--- src/rtl/exec_sequencer_if.sv ---
// Command, status and register-file port bundle for exec_sequencer.
// The master side issues commands and models the register file; the slave side is the sequencer.
interface exec_sequencer_if #(parameter int n = 16);
  logic         start;
  logic [1:0]   op;
  logic [1:0]   shift;
  logic [2:0]   rn;
  logic [2:0]   rm;
  logic [2:0]   rd;
  logic         wb_en;
  logic [n-1:0] rf_data_out;
  logic [2:0]   readnum;
  logic [2:0]   writenum;
  logic         write;
  logic [n-1:0] data_in;
  logic         busy;
  logic         done;
  logic [n-1:0] result;
  logic [2:0]   status;

  modport master (
    output start, op, shift, rn, rm, rd, wb_en, rf_data_out,
    input  readnum, writenum, write, data_in, busy, done, result, status
  );

  modport slave (
    input  start, op, shift, rn, rm, rd, wb_en, rf_data_out,
    output readnum, writenum, write, data_in, busy, done, result, status
  );
endinterface

--- src/rtl/exec_sequencer.sv ---
// Operand-fetch / execute / write-back sequencer around an 8x16 register file.
// One command per start: rd <= op(Rn, shift(Rm)), five cycles from accept to idle.
module exec_sequencer #(
  parameter int n = 16
) (
  input logic            clk,
  input logic            reset,
  exec_sequencer_if.slave bus
);

  typedef enum logic [2:0] {IDLE, RDA, RDB, EXEC, WB} state_t;

  state_t       state, state_nx;
  logic [1:0]   op_q, shift_q;
  logic [2:0]   rn_q, rm_q, rd_q;
  logic         wb_en_q;
  logic [n-1:0] a_q, b_q, c_q;
  logic [2:0]   status_q;
  logic [n-1:0] bs, alu;
  logic         v;

  always_ff @(posedge clk) begin
    if (reset) state <= IDLE;
    else       state <= state_nx;
  end

  always_comb begin
    state_nx = state;
    case (state)
      IDLE:    if (bus.start) state_nx = RDA;
      RDA:     state_nx = RDB;
      RDB:     state_nx = EXEC;
      EXEC:    state_nx = WB;
      WB:      state_nx = IDLE;
      default: state_nx = IDLE;
    endcase
  end

  always_ff @(posedge clk) begin
    if (reset) begin
      op_q     <= '0;
      shift_q  <= '0;
      rn_q     <= '0;
      rm_q     <= '0;
      rd_q     <= '0;
      wb_en_q  <= 1'b0;
      a_q      <= '0;
      b_q      <= '0;
      c_q      <= '0;
      status_q <= '0;
    end else begin
      if (state == IDLE && bus.start) begin
        op_q    <= bus.op;
        shift_q <= bus.shift;
        rn_q    <= bus.rn;
        rm_q    <= bus.rm;
        rd_q    <= bus.rd;
        wb_en_q <= bus.wb_en;
      end
      if (state == RDA) a_q <= bus.rf_data_out;
      if (state == RDB) b_q <= bus.rf_data_out;
      if (state == EXEC) begin
        c_q      <= alu;
        status_q <= {v, alu[n-1], (alu == '0)};
      end
    end
  end

  always_comb begin
    bs = b_q;
    case (shift_q)
      2'b01:   bs = {b_q[n-2:0], 1'b0};
      2'b10:   bs = {1'b0, b_q[n-1:1]};
      2'b11:   bs = {b_q[n-1], b_q[n-1:1]};
      default: bs = b_q;
    endcase
  end

  // Overflow is judged on the shifted B operand, the one the adder actually sees.
  always_comb begin
    alu = '0;
    v   = 1'b0;
    case (op_q)
      2'b00: begin
        alu = a_q + bs;
        v   = (a_q[n-1] == bs[n-1]) && (alu[n-1] != a_q[n-1]);
      end
      2'b01: begin
        alu = a_q - bs;
        v   = (a_q[n-1] != bs[n-1]) && (alu[n-1] != a_q[n-1]);
      end
      2'b10:   alu = a_q & bs;
      default: alu = ~bs;
    endcase
  end

  assign bus.readnum  = (state == RDB) ? rm_q : rn_q;
  assign bus.writenum = rd_q;
  assign bus.write    = (state == WB) & wb_en_q & ~reset;
  assign bus.data_in  = c_q;
  assign bus.busy     = (state != IDLE);
  assign bus.done     = (state == WB);
  assign bus.result   = c_q;
  assign bus.status   = status_q;

endmodule

--- src/flat_wrapper.sv ---
// flat-port wrapper written by rule: the top's interface ports become plain ports
module exec_sequencer_flat 
#(
  parameter int n = 16
)
  (clk, reset, bus_start, bus_op, bus_shift, bus_rn, bus_rm, bus_rd, bus_wb_en, bus_rf_data_out, bus_readnum, bus_writenum, bus_write, bus_data_in, bus_busy, bus_done, bus_result, bus_status);
  exec_sequencer_if #(.n(n)) bus_i ();
  input logic clk;
  input logic reset;
  input wire logic [$bits(bus_i.start)-1:0] bus_start;
  input wire logic [$bits(bus_i.op)-1:0] bus_op;
  input wire logic [$bits(bus_i.shift)-1:0] bus_shift;
  input wire logic [$bits(bus_i.rn)-1:0] bus_rn;
  input wire logic [$bits(bus_i.rm)-1:0] bus_rm;
  input wire logic [$bits(bus_i.rd)-1:0] bus_rd;
  input wire logic [$bits(bus_i.wb_en)-1:0] bus_wb_en;
  input wire logic [$bits(bus_i.rf_data_out)-1:0] bus_rf_data_out;
  output wire logic [$bits(bus_i.readnum)-1:0] bus_readnum;
  output wire logic [$bits(bus_i.writenum)-1:0] bus_writenum;
  output wire logic [$bits(bus_i.write)-1:0] bus_write;
  output wire logic [$bits(bus_i.data_in)-1:0] bus_data_in;
  output wire logic [$bits(bus_i.busy)-1:0] bus_busy;
  output wire logic [$bits(bus_i.done)-1:0] bus_done;
  output wire logic [$bits(bus_i.result)-1:0] bus_result;
  output wire logic [$bits(bus_i.status)-1:0] bus_status;
  assign bus_i.start = bus_start;
  assign bus_i.op = bus_op;
  assign bus_i.shift = bus_shift;
  assign bus_i.rn = bus_rn;
  assign bus_i.rm = bus_rm;
  assign bus_i.rd = bus_rd;
  assign bus_i.wb_en = bus_wb_en;
  assign bus_i.rf_data_out = bus_rf_data_out;
  assign bus_readnum = bus_i.readnum;
  assign bus_writenum = bus_i.writenum;
  assign bus_write = bus_i.write;
  assign bus_data_in = bus_i.data_in;
  assign bus_busy = bus_i.busy;
  assign bus_done = bus_i.done;
  assign bus_result = bus_i.result;
  assign bus_status = bus_i.status;
  exec_sequencer #(.n(n)) u_core (.clk(clk), .reset(reset), .bus(bus_i));
endmodule
--- config.mk ---
export PLATFORM = sky130hd
export DESIGN_NAME = exec_sequencer_flat
export DESIGN_NICKNAME = d
export VERILOG_FILES = /design/src/rtl/exec_sequencer_if.sv /design/src/rtl/exec_sequencer.sv /design/src/flat_wrapper.sv
export SDC_FILE = /design/constraint.sdc
export NUM_CORES = 1
export LEC_CHECK = 0
export ABC_AREA = 1
export CAP_MARGIN = 20
export CORE_MARGIN = 8
export CORE_UTILIZATION = 55
export DETAILED_ROUTE_END_ITERATION = 16
export GPL_TIMING_DRIVEN = 0
export PLACE_DENSITY_LB_ADDON = 0.25
export REMOVE_ABC_BUFFERS = 1
export SLEW_MARGIN = 10
export SYNTH_ARGS = -nofsm -noshare
export SYNTH_HDL_FRONTEND = slang
export SYNTH_SLANG_ARGS = --single-unit
--- constraint.sdc ---
create_clock -name clk -period 2.9 [get_ports clk]
set_input_delay 0.58 -clock clk [delete_from_list [all_inputs] [get_ports clk]]
set_output_delay 0.58 -clock clk [all_outputs]
set_load 0.02 [all_outputs]
==> results.txt <==
Max Transition Viols Final: 0
reg-to-reg endpoint: u_core.bus.status[0]
Max Root-Sink Buffers: 2
final hold slack: 451 ps
antenna violations before repair: 0
Die Span Y: 114 um
Slowest-stage cell, CP: fa_2
met3 routed WL: 1.21 mm
kind of critical path: reg2reg
Fin Setup TNS: -54.0 ps
DP Worst Slack: -518 ps
Max Cap Violations: 0
Hold Crit Class: reg2reg
met2 WL: 7.97 mm
clock root buffer: clkbuf_8
highest routed metal layer: met4
Clk Latency, worst-skew pair: 340 ps
violated checks: setup timing
reg2reg setup slack: -50 ps
wire per inst: 16.2 um
Met1 Wirelength: 7.33 mm
library cells used by synthesis: 39
drt first pass iters: 5
Post-Place Cells: 990
area share of the largest cell type after synthesis: 25.5%
core area: 9240 um^2
CTS clk-pin slew, worst paths: 80 ps
crit-path max cell delay: 420 ps
row cnt: 35
DRC Markers: 0
Final min period: 2950 ps
share of async-settable or async-resettable flops after synthesis: 0%
GRT overflow: 0
Top delay family on crit path: simple AND/OR/NAND/NOR gates
Ports: 77
Synth-to-Final Area Change: 29.1%
worst r2r path cells: 19
fin crit share: 102%
crit-path max FO: 10
CTS tree: done
remaining antenna violation count: 0
crit end category: register
Total Nets Final: 975
cell taking the most area after synthesis: dfxtp_1
status: finished, violations left
Peak VDD IR: 0.000410 V
clk sinks: 67
Final Skew: 12.7 ps
Crit path buffers/inverters: 3
EDFF count, synth: 0
FMAX: 339 MHz
largest net degree at the start of global routing: 62
share of layout cells above drive strength 1: 18.3%
Worst Hold End: u_core.rm_q[0]
pwr dens: 576 nW/um^2
top cells by area, synth: dfxtp_1 (26%), nand2_1 (13%), ha_1 (8.8%), inv_1 (7.9%), nand3_1 (7.9%)
Crit path required time: 3180 ps
Num CTS Buffers: 9
Final setup viols: 1
DR vias/cell: 5.53
Synth Flop Type: dfxtp_1
ordered cell list for the critical path: buf_4, nor2_4, buf_8, nand2_2, o21ai_4, buf_4, ha_4, fa_2, nand2_1, nand2_1, a21oi_1, nand2_2, nor2_1, nand3_1, nor2_1, nand3_1, nor2_2, nand3_2, a21oi_2
Total Die Area: 12900 um^2
startpoint types: register
first-pass GRT wire length: 25.9 mm
Mapped Cells: 833
Tot GR Track Use: 24.8%
worst hold path depth: 2
port bufs: 76
Initial Util: 56.9%
Slew @ Worst Pin: 1050 ps
vias in the first global route: 5320
via count: 5738
H-tree Lvls: 3
Rel. slew slack: 30.0%
Synth Warn #: 0
Post-Syn Area: 5260 um^2
Initial DRC Count: 547
FF-to-FF Start: u_core.shift_q[0]
total power: 3.91 mW
chip width: 114 um
Placer Congestion: 0.938
WL final: 16.8 mm
unrepaired setup endpoints after global routing: yes
syn avg cell area: 6.31 um^2
Critical Path AT: 3230 ps
HP Start: u_core.rm_q[0]
P_leak: 2.98 nW
ant diodes: 0
Seq/Total Area, Yosys: 25.5%
Final HPWL DP: 12.1 mm
fin cells: 1037
Final Hold Fails: 0
fin worst setup slack: -54.0 ps
register bit total from synthesis: 67
[final cells by class]
class                           instances  area, um^2
Sequential cell                        67        1350
Timing Repair Buffer                  108        1020
Fill cell                             751        2450
Clock buffer                            9         124
Tap cell                              129         161
Multi-Input combinational cell        587        3540
Clock inverter                          7         100
Inverter                              130         497
[power by group]
group	switching, mW	leakage [nW]	internal [mW]
Clock	0.403	0.114	0.490
Sequential	0.0828	0.549	0.990
Combinational	1.19	2.31	0.750
[per-layer routing]
layer	track usage (%)	up-vias
li1	-	2831
met2	40.2	227
met4	7.19	0
met5	0	-
met1	32.9	2654
met3	4.17	26
[synth_stat cells (5+ instances only)]
cell type	count
buf_4	23
nor3_1	6
inv_2	16
o21ai_0	76
ha_1	37
nor2_1	62
nand4_1	14
nor2_2	5
nand3_1	83
nand2_1	178
buf_2	6
inv_1	111
a21oi_1	71
nand2_2	13
dfxtp_1	67
clkbuf_1	18
[registers in the layout, indices dropped and copies added, names as in the netlist]
name	flops
u_core.a_q	16
u_core.b_q	16
u_core.bus.data_in	15
u_core.bus.status	3
u_core.bus.writenum	3
u_core.op_q	2
u_core.rm_q	3
u_core.rn_q	3
u_core.shift_q	2
u_core.state	3
u_core.wb_en_q	1
[repair_timing]
| item | in CTS | in global routing |
|---|---|---|
| resized for setup | 29 | 70 |
| pin swaps | 3 | 28 |
| setup endpoints to repair | 12 | 8 |
| buffers inserted | 10 | 20 |
| hold buffers | 0 | 0 |
[placed cells by master, fill, tap and decap left out, drive strengths merged]
cell type	netlist	layout
ha	37	37
inv	127	127
nor4	1	1
o21ai	79	79
o22ai	2	2
o211ai	4	4
a21oi	77	77
nand2	192	192
clkinvlp	0	1
a21o	1	1
nand3	85	85
o221ai	4	4
clkinv	3	7
clkbuf	18	10
nor2	69	69
fa	2	2
xor2	1	1
clkdlybuf4s50	0	76
a31oi	3	3
buf	31	31
dfxtp	67	67
o21bai	3	3
a22oi	1	1
o21a	3	3
nand4	14	14
nor3	6	6
bufinv	0	2
nand3b	3	3
[logic make-up after synthesis]
family,synth area share (%)
simple gates,31.1
buf+inv,14.9
compound gates,18.8
flops,25.5
fa+ha+maj,9.57
xor+xnor,0.167
[worst max-delay path by stage]
stage / start / end / slack, ps / depth (start not counted)
floorplan: u_core.shift_q[1] / u_core.bus.status[0] / 260 / 17
CTS: u_core.shift_q[1] / u_core.bus.status[0] / 30 / 19
detailed placement: u_core.shift_q[1] / u_core.bus.status[0] / -520 / 16
global placement: u_core.shift_q[1] / u_core.bus.status[0] / -500 / 16
global route: u_core.shift_q[1] / u_core.bus.status[0] / -100 / 19
finish: u_core.shift_q[0] / u_core.bus.status[0] / -50 / 19
[through the flow]
step	utilization, %	area (um^2)
2_1_floorplan	-	4960
3_3_place_gp	63.7	5890
3_5_place_dp	63.8	5900
4_1_cts	68.7	6340
5_1_grt	73.5	6790
6_report	73.5	6790
[worst reg2reg max path: cells and delay by family, from the launching register on]
family                     cells  cell delay [ps]
and+or+nand+nor               11             1180
adders and majority gates      2              600
DFF                            1              330
AOI/OAI and AO/OA              3              330
buffers and inverters          3              440
Power figures use the tool's default switching activity.
